File: config.mk
export PLATFORM = sky130hd
export DESIGN_NAME = vga_clock_timing
export DESIGN_NICKNAME = d
export VERILOG_FILES = /design/src/rtl/vga_clock_timing.sv
export SDC_FILE = /design/constraint.sdc
export NUM_CORES = 1
export LEC_CHECK = 0
export CAP_MARGIN = 20
export CELL_PAD_IN_SITES_DETAIL_PLACEMENT = 1
export CELL_PAD_IN_SITES_GLOBAL_PLACEMENT = 1
export CORE_MARGIN = 4
export CORE_UTILIZATION = 36
export CTS_CLUSTER_DIAMETER = 200
export DETAILED_ROUTE_END_ITERATION = 10
export MAX_ROUTING_LAYER = met4
export PLACE_DENSITY = 0.69
export REMOVE_ABC_BUFFERS = 1
export SYNTH_ARGS = -nofsm -noshare
export SYNTH_HDL_FRONTEND = slang
export SYNTH_SLANG_ARGS = --single-unit
File: constraint.sdc
create_clock -name clock_50M -period 5.9 [get_ports clock_50M]
set_input_delay 0.59 -clock clock_50M [delete_from_list [all_inputs] [get_ports clock_50M]]
set_output_delay 0.59 -clock clock_50M [all_outputs]
set_load 0.01 [all_outputs]
File: src/rtl/vga_clock_timing.sv
// 640x480 VGA timing: 25 MHz pixel clock, 1 Hz slow clock, raster counters with combinational sync/de/frame.
// Single-cycle registered counters; decode has zero latency from sx/sy; no backpressure (free-running).
module vga_clock_timing #(
  parameter int SLOW_HALF_PERIOD = 25_000_000,
  parameter int H_ACTIVE = 640,
  parameter int H_FP     = 16,
  parameter int H_SYNC   = 96,
  parameter int H_BP     = 48,
  parameter int V_ACTIVE = 480,
  parameter int V_FP     = 10,
  parameter int V_SYNC   = 2,
  parameter int V_BP     = 33
) (
  input  logic       clock_50M,
  input  logic       reset_n,
  output logic       clock_25M,
  output logic       pix_en,
  output logic       clock_1Hz,
  output logic [9:0] sx,
  output logic [9:0] sy,
  output logic       hsync,
  output logic       vsync,
  output logic       de,
  output logic       frame
);

  localparam logic [24:0] SLOW_LAST = 25'(SLOW_HALF_PERIOD - 1);
  localparam logic [9:0] H_DE_END   = 10'(H_ACTIVE);
  localparam logic [9:0] H_SYNC_BEG = 10'(H_ACTIVE + H_FP);
  localparam logic [9:0] H_SYNC_LST = 10'(H_ACTIVE + H_FP + H_SYNC - 1);
  localparam logic [9:0] H_LAST     = 10'(H_ACTIVE + H_FP + H_SYNC + H_BP - 1);
  localparam logic [9:0] V_DE_END   = 10'(V_ACTIVE);
  localparam logic [9:0] V_SYNC_BEG = 10'(V_ACTIVE + V_FP);
  localparam logic [9:0] V_SYNC_LST = 10'(V_ACTIVE + V_FP + V_SYNC - 1);
  localparam logic [9:0] V_LAST     = 10'(V_ACTIVE + V_FP + V_SYNC + V_BP - 1);

  logic        clk25_q, clk25_d;
  logic        clk1_q, clk1_d;
  logic [24:0] cnt_q, cnt_d;
  logic [9:0]  sx_q, sx_d;
  logic [9:0]  sy_q, sy_d;

  always_comb begin
    clk25_d = ~clk25_q;
    clk1_d  = clk1_q;
    cnt_d   = cnt_q + 25'd1;
    if (cnt_q == SLOW_LAST) begin
      cnt_d  = '0;
      clk1_d = ~clk1_q;
    end

    sx_d = sx_q;
    sy_d = sy_q;
    // Raster advances only on the 50 MHz edge where the pixel clock is about to fall.
    if (clk25_q) begin
      if (sx_q == H_LAST) begin
        sx_d = '0;
        sy_d = (sy_q == V_LAST) ? 10'd0 : sy_q + 10'd1;
      end else begin
        sx_d = sx_q + 10'd1;
      end
    end
  end

  always_ff @(posedge clock_50M) begin
    if (!reset_n) begin
      clk25_q <= 1'b0;
      clk1_q  <= 1'b0;
      cnt_q   <= '0;
      sx_q    <= '0;
      sy_q    <= '0;
    end else begin
      clk25_q <= clk25_d;
      clk1_q  <= clk1_d;
      cnt_q   <= cnt_d;
      sx_q    <= sx_d;
      sy_q    <= sy_d;
    end
  end

  assign clock_25M = clk25_q;
  assign pix_en    = clk25_q;
  assign clock_1Hz = clk1_q;
  assign sx        = sx_q;
  assign sy        = sy_q;

  assign de    = (sx_q < H_DE_END) && (sy_q < V_DE_END);
  assign hsync = !((sx_q >= H_SYNC_BEG) && (sx_q <= H_SYNC_LST));
  assign vsync = !((sy_q >= V_SYNC_BEG) && (sy_q <= V_SYNC_LST));
  assign frame = (sy_q == V_DE_END) && (sx_q == 10'd0);

endmodule

==> results summary <==
In the post-route analysis, the smallest setup slack over all paths is 3.23 ns. Counting every instance in the synthesized netlist gives 274. The number of sinks on the clock net came out at 47. The kind of start point of the critical path is a flop.

The largest individual stage delay along the critical path comes from the cell clkdlybuf4s50_1. The via-per-instance ratio is 5.50. The static power due to leakage came out at 0.848 nW.

The via count came out at 2084. Setup repair after global routing left no endpoint under its margin. The post-route DRC violation count came out at 0.

The top cell type by area accounts for 41.1% of the synthesized area. The net switching power of the design is 0.000132 W. Of the total power, combinational logic draws 3.9%. The cell count of the worst hold path is 1. Measured along the y axis, the die boundary spans 87.8 µm. The initial DRC count came out at 36.

The number of gates on the worst path with buffers counted is 4. The synthesis-to-layout area growth is 18.7%. The pin count of the biggest net entering global routing came out at 16. The sequential element share of the synthesized area came out at 41.1%. In the synthesized netlist, the cells that appear most often are 47 x dfxtp_1, 30 x nor2_1, 21 x a21oi_1, 21 x nand2_1, 19 x nand3_1. The floorplan has 28 rows. The clock network fraction of design power is 36.2%. In this run the power density over the cells is 200 nW/µm².

The min-delay analysis places its worst path in the category reg -> reg. The area of the die came out at 7700 µm². For the finished layout, the period the worst path requires is 2.67 ns. The first-pass GRT wire length is 9360 µm. The clock latency at the later pin of the worst-skew pair came out at 0.30 ns.

The post-detailed-routing wire length is 5530 µm. The post-route netlist has 4.61% of its cells at a drive strength greater than 1. Post-CTS timing repair inserted 0 buffers for setup. Registers take 941 µm². The number of hold violations in the final report is 0. The flow ran to the end, and the final reports show no timing, DRC or antenna violations. The number of placed instances with taps included is 371. The clock root buffer is clkbuf_8.

The synthesized area divided by synthesized cell count is 8.36 µm². The initial antenna violation count is 0. The most frequently used flop master after synthesis is dfxtp_1. Data arrives at the worst endpoint at 2.08 ns. The worst max-slew margin expressed relative to the limit came out at 38.7%. The critical path goes through or3_1 -> nor4_1 -> and3_1 -> clkdlybuf4s50_1. Prior to clock tree synthesis, the placed netlist has a worst setup slack of 3.56 ns. The number of ports placed on the die boundary is 29. The non-filler instance count after layout is 379. At the end of routability-driven placement, the weighted congestion stood at 0.798. The via count of the first global-routing pass came out at 1984. The clock tree buffer depth is 2. The total number of yosys warnings is 0. The width of the die is 87.8 µm.

After global routing the overflow that remains totals 0. The share of the clock period used by the worst path after layout came out at 45.2%. Along the worst path, the maximum fanout reaches 9. The count of unique library cells instantiated by Yosys came out at 34. After the last flow step, the layout net total stands at 310. The worst-case IR drop observed on VDD is 128 µV. The accumulated negative setup slack is 0 ns. In this design, the stage delay of the slowest critical-path cell is 0.53 ns. After clock tree synthesis, the repair step resized 0 gates. Fill cells in the final layout number 736.

In this run the standard cell core region covers 6060 µm². The max-cap violation count is 0. By area the synthesized netlist is led by dfxtp_1 41%, xnor2_1 6.1%, nor2_1 4.9%. Once detail routing completed, the nets flagged for antenna violations numbered 0. The count of endpoints failing setup in the final report is 0. The number of synthesized flops with an enable pin is 0. On the critical path the largest part of the delay comes from simple AND/OR/NAND/NOR gates. Summing all multi-input logic gate instances after layout gives 1260 µm².

For the pin with the worst max-slew slack, the measured transition is 0.913 ns. Dividing the detail-routed wire length by the instance count gives 14.6 µm. The global-route usage over all layers came out at 15.7%. The switching share of power came out at 24.2%. STA classifies the critical path endpoint as a primary output. The max-slew violation count is 0. The library cell with the largest summed area after synthesis is dfxtp_1. dfxtp_1 is the most common cell in the netlist.

TritonCTS built the clock tree. The estimated wirelength of the detail-placed design came out at 4030 µm. Registers are responsible for 59.8% of the overall power.

The critical path buffer and inverter count is 1. The total number of H-tree levels came out at 2. The number of port buffers came out at 28.

The worst path required time is 5.31 ns. The maximum achievable frequency came out at 375 MHz. The diode insertion count for antenna repair came out at 0. The synthesized design contains 47 register bits. The critical path is of the reg -> out type.

The number of buffers created by CTS came out at 5. The synthesized netlist occupies a cell area of 2290 µm². For this run, the detailed router's first-pass iteration total came to 4. Measured in cells, the most critical reg-to-reg path has a length of 6. For this configuration, the core starts out at a cell density of 37.8%. The hold buffer count at CTS came out at 0. The async set-or-reset flop fraction in the synthesized netlist came out at 0%. The post-route clock skew came out at 0.00913 ns. The internal power of the cells totals 0.000413 W. The clock transition at the registers of the reported paths is 0.10 ns.
[cells in the final DEF, fill, tap and decap left out, drive strengths merged, types with 6 or more instances in the layout]
| cell | Yosys | routed |
|---|---|---|
| dfxtp | 47 | 47 |
| nor2 | 30 | 30 |
| clkdlybuf4s50 | 0 | 28 |
| nand2 | 21 | 21 |
| a21oi | 21 | 21 |
| nand3 | 20 | 20 |
| xnor2 | 16 | 16 |
| o21ai | 16 | 16 |
| or3 | 14 | 14 |
| inv | 13 | 13 |
| nand4 | 9 | 9 |
| or4 | 9 | 9 |
| nor3 | 7 | 7 |
| xor2 | 7 | 7 |
| and3 | 6 | 6 |
| nor4 | 6 | 6 |
[path summary, 6_finish.rpt]
check | startpoint | endpoint | slack [ns]
worst max-delay path | sx[4] | frame | 3.23
worst min-delay path | cnt_q[0] | cnt_q[0] | 0.47
worst max register to register | cnt_q[0] | cnt_q[4] | 3.66
worst min register to register | cnt_q[0] | cnt_q[0] | 0.47
[routing by layer]
layer	global-route usage, %	part of all wire (%)	vias up
li1	-	-	1037
met1	19.9	48	1009
met2	25.2	47	30
met3	3.20	3.8	8
met4	4.60	1.2	0
met5	-	0	-
[metrics by stage]
step	util (%)	instance area [µm²]	hold slack, ns	total power (W)
finish	44.9	2720	0.474	0.000544
global route	44.9	2720	0.509	0.000570
CTS	44.9	2720	0.477	0.000554
detailed placement	43.4	2630	0.458	0.000355
global placement	43.4	2630	0.441	0.000354
floorplan	-	2250	0.429	0.000344
[worst register-to-register path, stage by stage, from the launching register on]
cell	delay [ns]
dfxtp_1	0.39
ha_1	0.23
and2_1	0.21
nand4_1	0.15
o21ai_1	0.76
buf_4	0.33
nor2_1	0.07
[layout make-up]
class,count,area share [%]
Clock buffer,5,2.53
Sequential cell,47,34.6
Multi-Input combinational cell,207,46.3
Inverter,13,1.79
Tap cell,75,3.45
Clock inverter,3,0.736
Timing Repair Buffer,29,10.6
[kinds of logic after synthesis]
kind of cell	count (synthesis)	synth area share (%)
xor+xnor	23	8.79
buf+inv	20	3.93
flops	47	41.1
compound gates	42	9.72
simple gates	137	33.8
fa+ha+maj	5	2.73
[sequential cells by signal, summed over array words and instances, names as in the netlist]
signal	flops
cnt_q	25
sy	10
clock_25M	1
clock_1Hz	1
sx	10
[power by group through the flow]
stage / combinational (W) / clock, W / sequential, W
after floorplan: 0.0000108 / 0 / 0.000333
after global placement: 0.0000214 / 0 / 0.000333
after detailed placement: 0.0000220 / 0 / 0.000333
after CTS: 0.0000221 / 0.000206 / 0.000326
after global routing: 0.0000243 / 0.000219 / 0.000327
final: 0.0000213 / 0.000197 / 0.000326
Note: power is estimated with default switching activity, not from simulation.
==> RTL edit 1 (config.mk and constraints unchanged) <==
Reset style: asynchronous (`reset_n`), changed in one clocked block.
--- a/src/rtl/vga_clock_timing.sv
+++ b/src/rtl/vga_clock_timing.sv
@@ -62,7 +62,7 @@
     end
   end
 
-  always_ff @(posedge clock_50M) begin
+  always_ff @(posedge clock_50M or negedge reset_n) begin
     if (!reset_n) begin
       clk25_q <= 1'b0;
       clk1_q  <= 1'b0;
Function: differs if reset_n is asserted again (counterexample within 4 cycles, from zero or initial values and one cycle with reset_n low); with reset_n held inactive, the same outputs for 10 cycles.
==> RTL edit 1 against the original RTL <==
  * Cell count shrank 5.0%
  * Setup slack gained 37 ps
  * First-iteration DRC count grew 47%
  * Final area grew 8.0%
  * Register-to-register slack gained 130 ps
  * Sequential cell count is the same
  * Area after synthesis grew 6.9%
  * Maximum frequency grew 1.4%
  * Routed wire length grew 9.0%
Power is not compared: it rests on default switching activity, and its combinational part moved more than twofold at a synthesized area within 25%.
==> RTL edit 1: results (changes against the original RTL) <==
** Synth
- The compound-gate portion of the synthesized area came to 0.0644 (was 0.0972).
- Most used standard cells in the synthesized netlist: sky130_fd_sc_hd__dfrtp_1, sky130_fd_sc_hd__nor2_1, sky130_fd_sc_hd__xnor2_1 (was sky130_fd_sc_hd__dfxtp_1, sky130_fd_sc_hd__nor2_1, sky130_fd_sc_hd__a21oi_1, sky130_fd_sc_hd__nand2_1, sky130_fd_sc_hd__nand3_1).
- Synth Flop Type :: sky130_fd_sc_hd__dfrtp_1 (was sky130_fd_sc_hd__dfxtp_1)
- The multiplexer share of the synthesized area came to 0.0204 (was 0).
- Cell types with the largest area share after synthesis :: sky130_fd_sc_hd__dfrtp_1, sky130_fd_sc_hd__xnor2_1, sky130_fd_sc_hd__nand4_1 (was sky130_fd_sc_hd__dfxtp_1, sky130_fd_sc_hd__xnor2_1, sky130_fd_sc_hd__nor2_1)
- The synthesized-area fraction occupied by xor and xnor cells was 0.0930 (was 0.0879).
- Share of synthesized registers carrying an async set or reset :: 1.00 (was 0)
- The adder and majority gate portion of the synthesized area was 0.0255 (was 0.0273).
- Number of library cell types mapped by synthesis :: 36 (was 34)
- The sequential element share of the synthesized area was 0.480 (was 0.411).

** Min path
- Min-delay worst type :: input port to asynchronous set/reset pin (was flop to flop)

** GRT
- The pin count of the biggest net entering global routing is 26 (was 16).
- The global router's overall resource usage came to 0.167 (was 0.157).
- The global-route wire length before repair came to 10,900 um (was 9360 um).
- The met1 track demand over resource came to 0.220 (was 0.199).
- Grt met2 use :: 0.261 (was 0.252)
- The fraction of met3 tracks used by global routing is 0.0308 (was 0.0320).

** Setup path
- The internal reg-to-reg setup slack was 3790 ps (was 3660 ps).
- Data arrival, critical path :: 2040 ps (was 2080 ps)
- Crit Path Max Fanout :: 8 (was 9)

** Drt
- The wire length per cell is 16.7 um (was 14.6 um).
- M1 wire length :: 2930 um (was 2660 um)
- The total met2 wirelength after detailed routing was 2860 um (was 2590 um).
- Detailed-route vias per instance :: 5.63 (was 5.50)
- Length of routed met3 wiring :: 157 um (was 210 um)
- The initial DRC count is 53 (was 36).
- The uppermost metal layer occupied by signal nets was met4 (unchanged).

** Final layout
- Net count, final :: 289 (was 310)
- The growth of design area from synthesis to finish is 20.0% (was 18.7%).
- Share of layout cells above drive strength 1 :: 0.0530 (was 0.0461)
- The number of filler instances in the final layout is 762 (was 736).

** STA
- Worst Max-Slew Pin Slew :: 969 ps (was 913 ps)
- The setup clock skew after layout is 8.51 ps (was 9.13 ps).

** Placed design
- The HPWL after detailed placement came to 4230 um (was 4030 um).

** Clocking
- The count of cells resized by post-cts repair was 0 (unchanged).

** Status
- Status :: completed (unchanged)
RTL edit 1: worst paths after layout:
| check | from | to | depth (start not counted) |
|---|---|---|---|
| worst max-delay path | sy[5] | frame | 4 |
| worst min-delay path | reset_n | cnt_q[11] | 1 |
| worst max register to register | cnt_q[15] | clock_1Hz | 4 |
| worst min register to register | clock_1Hz | clock_1Hz | 1 |
| max in group asynchronous | reset_n | sy[3] | 2 |
| min in group clock_50M | clock_1Hz | clock_1Hz | 1 |
RTL edit 1: power groups by stage:
stage	sequential [W]	combinational (W)	clock, W
6_report	0.000322	0.00000808	0.000284
3_5_place_dp	0.000328	0.00000884	0
4_1_cts	0.000322	0.00000884	0.000295
5_1_grt	0.000322	0.00000971	0.000308
2_1_floorplan	0.000328	0.000000000404	0
3_3_place_gp	0.000328	0.00000719	0
RTL edit 1: critical path, cell delays in order (launching register included):
cell and delay (ps):
sky130_fd_sc_hd__dfrtp_1 460, sky130_fd_sc_hd__nand4_1 210, sky130_fd_sc_hd__nor4_1 280, sky130_fd_sc_hd__and4_1 250, sky130_fd_sc_hd__clkdlybuf4s50_1 540
RTL edit 1: metrics by stage:
stage	setup WS (ps)	instance area [um2]	std cells	hold slack (ps)	power, W
6_report	3270	2940	360	261	0.000613
5_1_grt	3050	2940	360	286	0.000640
4_1_cts	3230	2940	360	266	0.000625
3_5_place_dp	3610	2810	352	461	0.000337
3_3_place_gp	3620	2790	351	456	0.000335
2_1_floorplan	4060	2410	246	294	0.000328
RTL edit 1: area by class of cell:
type	instances	area, um2	share of cell area
timing repair buffer	29	295	0.101
clock inverter	2	60.1	0.0204
inverter	15	56.3	0.0192
clock buffer	6	72.6	0.0247
tap	77	96.3	0.0328
multi-input combinational	184	1180	0.402
sequential	47	1180	0.400
==> RTL edit 2 (same settings) <==
Without the edit above. Set the parameter `SLOW_HALF_PERIOD` to 18_750_000 (it was 25_000_000).
--- a/src/rtl/vga_clock_timing.sv
+++ b/src/rtl/vga_clock_timing.sv
@@ -1,7 +1,7 @@
 // 640x480 VGA timing: 25 MHz pixel clock, 1 Hz slow clock, raster counters with combinational sync/de/frame.
 // Single-cycle registered counters; decode has zero latency from sx/sy; no backpressure (free-running).
 module vga_clock_timing #(
-  parameter int SLOW_HALF_PERIOD = 25_000_000,
+  parameter int SLOW_HALF_PERIOD = 18_750_000,
   parameter int H_ACTIVE = 640,
   parameter int H_FP     = 16,
   parameter int H_SYNC   = 96,
Behaviour: no difference found for any inputs over 10 cycles, from zero or initial values and one cycle with reset_n low; that may be too few to reach the edited logic, so the function may still have changed.
==> RTL edit 2 against the original RTL <==
  * Critical path type unchanged
  * Sequential cell count did not move
  * Via count fell by 2.2%
  * Area after synthesis rose by 0.93%
  * Die area rose by 0.83%
  * Final area fell by 0.14%
  * Total power fell by 0.59%
  * Count of clock-buffer cells in the layout did not move
  * Routed wire length fell by 0.69%
  * Hold slack got worse by 8.4 ps
  * Critical path depth did not move
  * Setup slack got worse by 1.9 ps
  * Sequential power barely moved
==> RTL edit 2: results (changes against the original RTL) <==
** Synth
- The synthesized-area fraction occupied by xor and xnor cells was 0.0871 (was 0.0879).
- Share of the synthesized area in compound gates (AO/OA/AOI/OAI) :: 0.111 (was 0.0972)
- The post-synthesis cell type count came to 38 (was 34).
- Most used standard cells in the synthesized netlist: sky130_fd_sc_hd__dfxtp_1, sky130_fd_sc_hd__nor2_1, sky130_fd_sc_hd__a21oi_1 (was sky130_fd_sc_hd__dfxtp_1, sky130_fd_sc_hd__nor2_1, sky130_fd_sc_hd__a21oi_1, sky130_fd_sc_hd__nand2_1, sky130_fd_sc_hd__nand3_1).
- The sequential element share of the synthesized area was 0.407 (was 0.411).
- Adder and majority gate portion of the synthesized area :: 0.0271 (was 0.0273)

** Power and ir drop
- Static leakage power :: 0.851 nW (was 0.848 nW)
- The maximum vdd drop was 0.111 mV (was 0.128 mV).
- The power consumed by combinational cells was 0.0000206 W (was 0.0000213 W).
- The switching power total came to 0.000129 W (was 0.000132 W).

** GRT
- The pin count of the biggest net entering global routing is 26 (was 16).
- Met3 Use GR :: 0.0301 (was 0.0320)
- The global router's overall resource usage is 0.156 (was 0.157).
- Global routing met1 resource utilization :: 0.191 (was 0.199)
- The global-route wire length before repair came to 9470 um (was 9360 um).
- Grt met2 use :: 0.268 (was 0.252)

** Final layout
- The flip-flop count of the largest register after layout was 25 (unchanged).
- Share of layout cells above drive strength 1 :: 0.0476 (was 0.0461)
- Net count, final :: 300 (was 310)
- The number of diodes added for antenna fixing came to 0 (unchanged).

** STA
- Max_slew headroom :: 0.558 (was 0.387)
- Final clock skew :: 9.88 ps (was 9.13 ps)

** Clocking
- Root buffer cell :: sky130_fd_sc_hd__clkbuf_8 (unchanged)

** Drt
- Number of DRC markers after the initial detailed-route iteration :: 69 (was 36)
- Vias :: 2,038 (was 2,084)
- Mean routed wirelength per cell :: 14.9 um (was 14.6 um)

** Placed design
- The total cell area at the placement stage was 2630 um2 (about the same).
- Final estimated routing congestion in global placement :: 0.804 (was 0.798)
- Post-DP HPWL :: 3970 um (was 4030 um)

** Setup path
- Crit Path Max Fanout :: 8 (was 9)
- Data arrival, critical path :: 2080 ps (about the same)
- Slowest cell on the critical path :: sky130_fd_sc_hd__clkdlybuf4s50_1 (unchanged)

** Status
- Status :: completed (unchanged)
RTL edit 2: path summary, 6_finish.rpt:
check | cells past startpoint | from | to | slack [ps]
hold reg to reg | 1 | cnt_q[0] | cnt_q[0] | 470
setup reg to reg | 5 | sx[0] | sy[8] | 3680
hold / removal | 1 | cnt_q[0] | cnt_q[0] | 470
setup / recovery | 4 | sy[5] | frame | 3230
RTL edit 2: cell families (layout without fill, tap and decap cells):
kind of cell             count (synthesis)  after routing
flip-flops                              47             47
AND/OR/NAND/NOR                        133            133
XOR/XNOR                                23             23
buffers and inverters                   18             43
adder cells (fa/ha/maj)                  5              5
AO/OA/AOI/OAI                           43             43
RTL edit 2: area by class of cell:
| cell class | instances | area [um2] |
|---|---|---|
| inverter | 7 | 26.3 |
| clock inverter | 3 | 20.0 |
| timing repair buffer | 28 | 280 |
| multi-input combinational | 204 | 1290 |
| sequential | 47 | 941 |
| tap | 75 | 93.8 |
| fill | 732 | 3340 |
| clock buffer | 5 | 68.8 |
RTL edit 2: worst register-to-register path, delay by kind of cell, from the launching register on:
| family | cells | cell delay, ps |
|---|---|---|
| simple gates | 3 | 1280 |
| flops | 1 | 420 |
| fa+ha+maj | 1 | 300 |
| compound gates | 1 | 160 |
RTL edit 2: metrics by stage:
stage	cells	total power, W	setup slack [ps]	hold slack (ps)	util
global route	369	0.000567	3060	498	0.448
global placement	361	0.000353	3610	444	0.434
floorplan	258	0.000343	3860	426	-
finish	369	0.000541	3230	466	0.448
detailed placement	361	0.000354	3560	455	0.434
CTS	369	0.000553	3220	478	0.448
RTL edit 2: metal layers:
metal / routed length [um] / part of all wire / vias up
met3: 224 / 0.041 / 4
met1: 2540 / 0.46 / 976
li1: - / - / 1029
met4: 43 / 0.0078 / 0
met5: 0 / 0 / -
met2: 2680 / 0.49 / 29
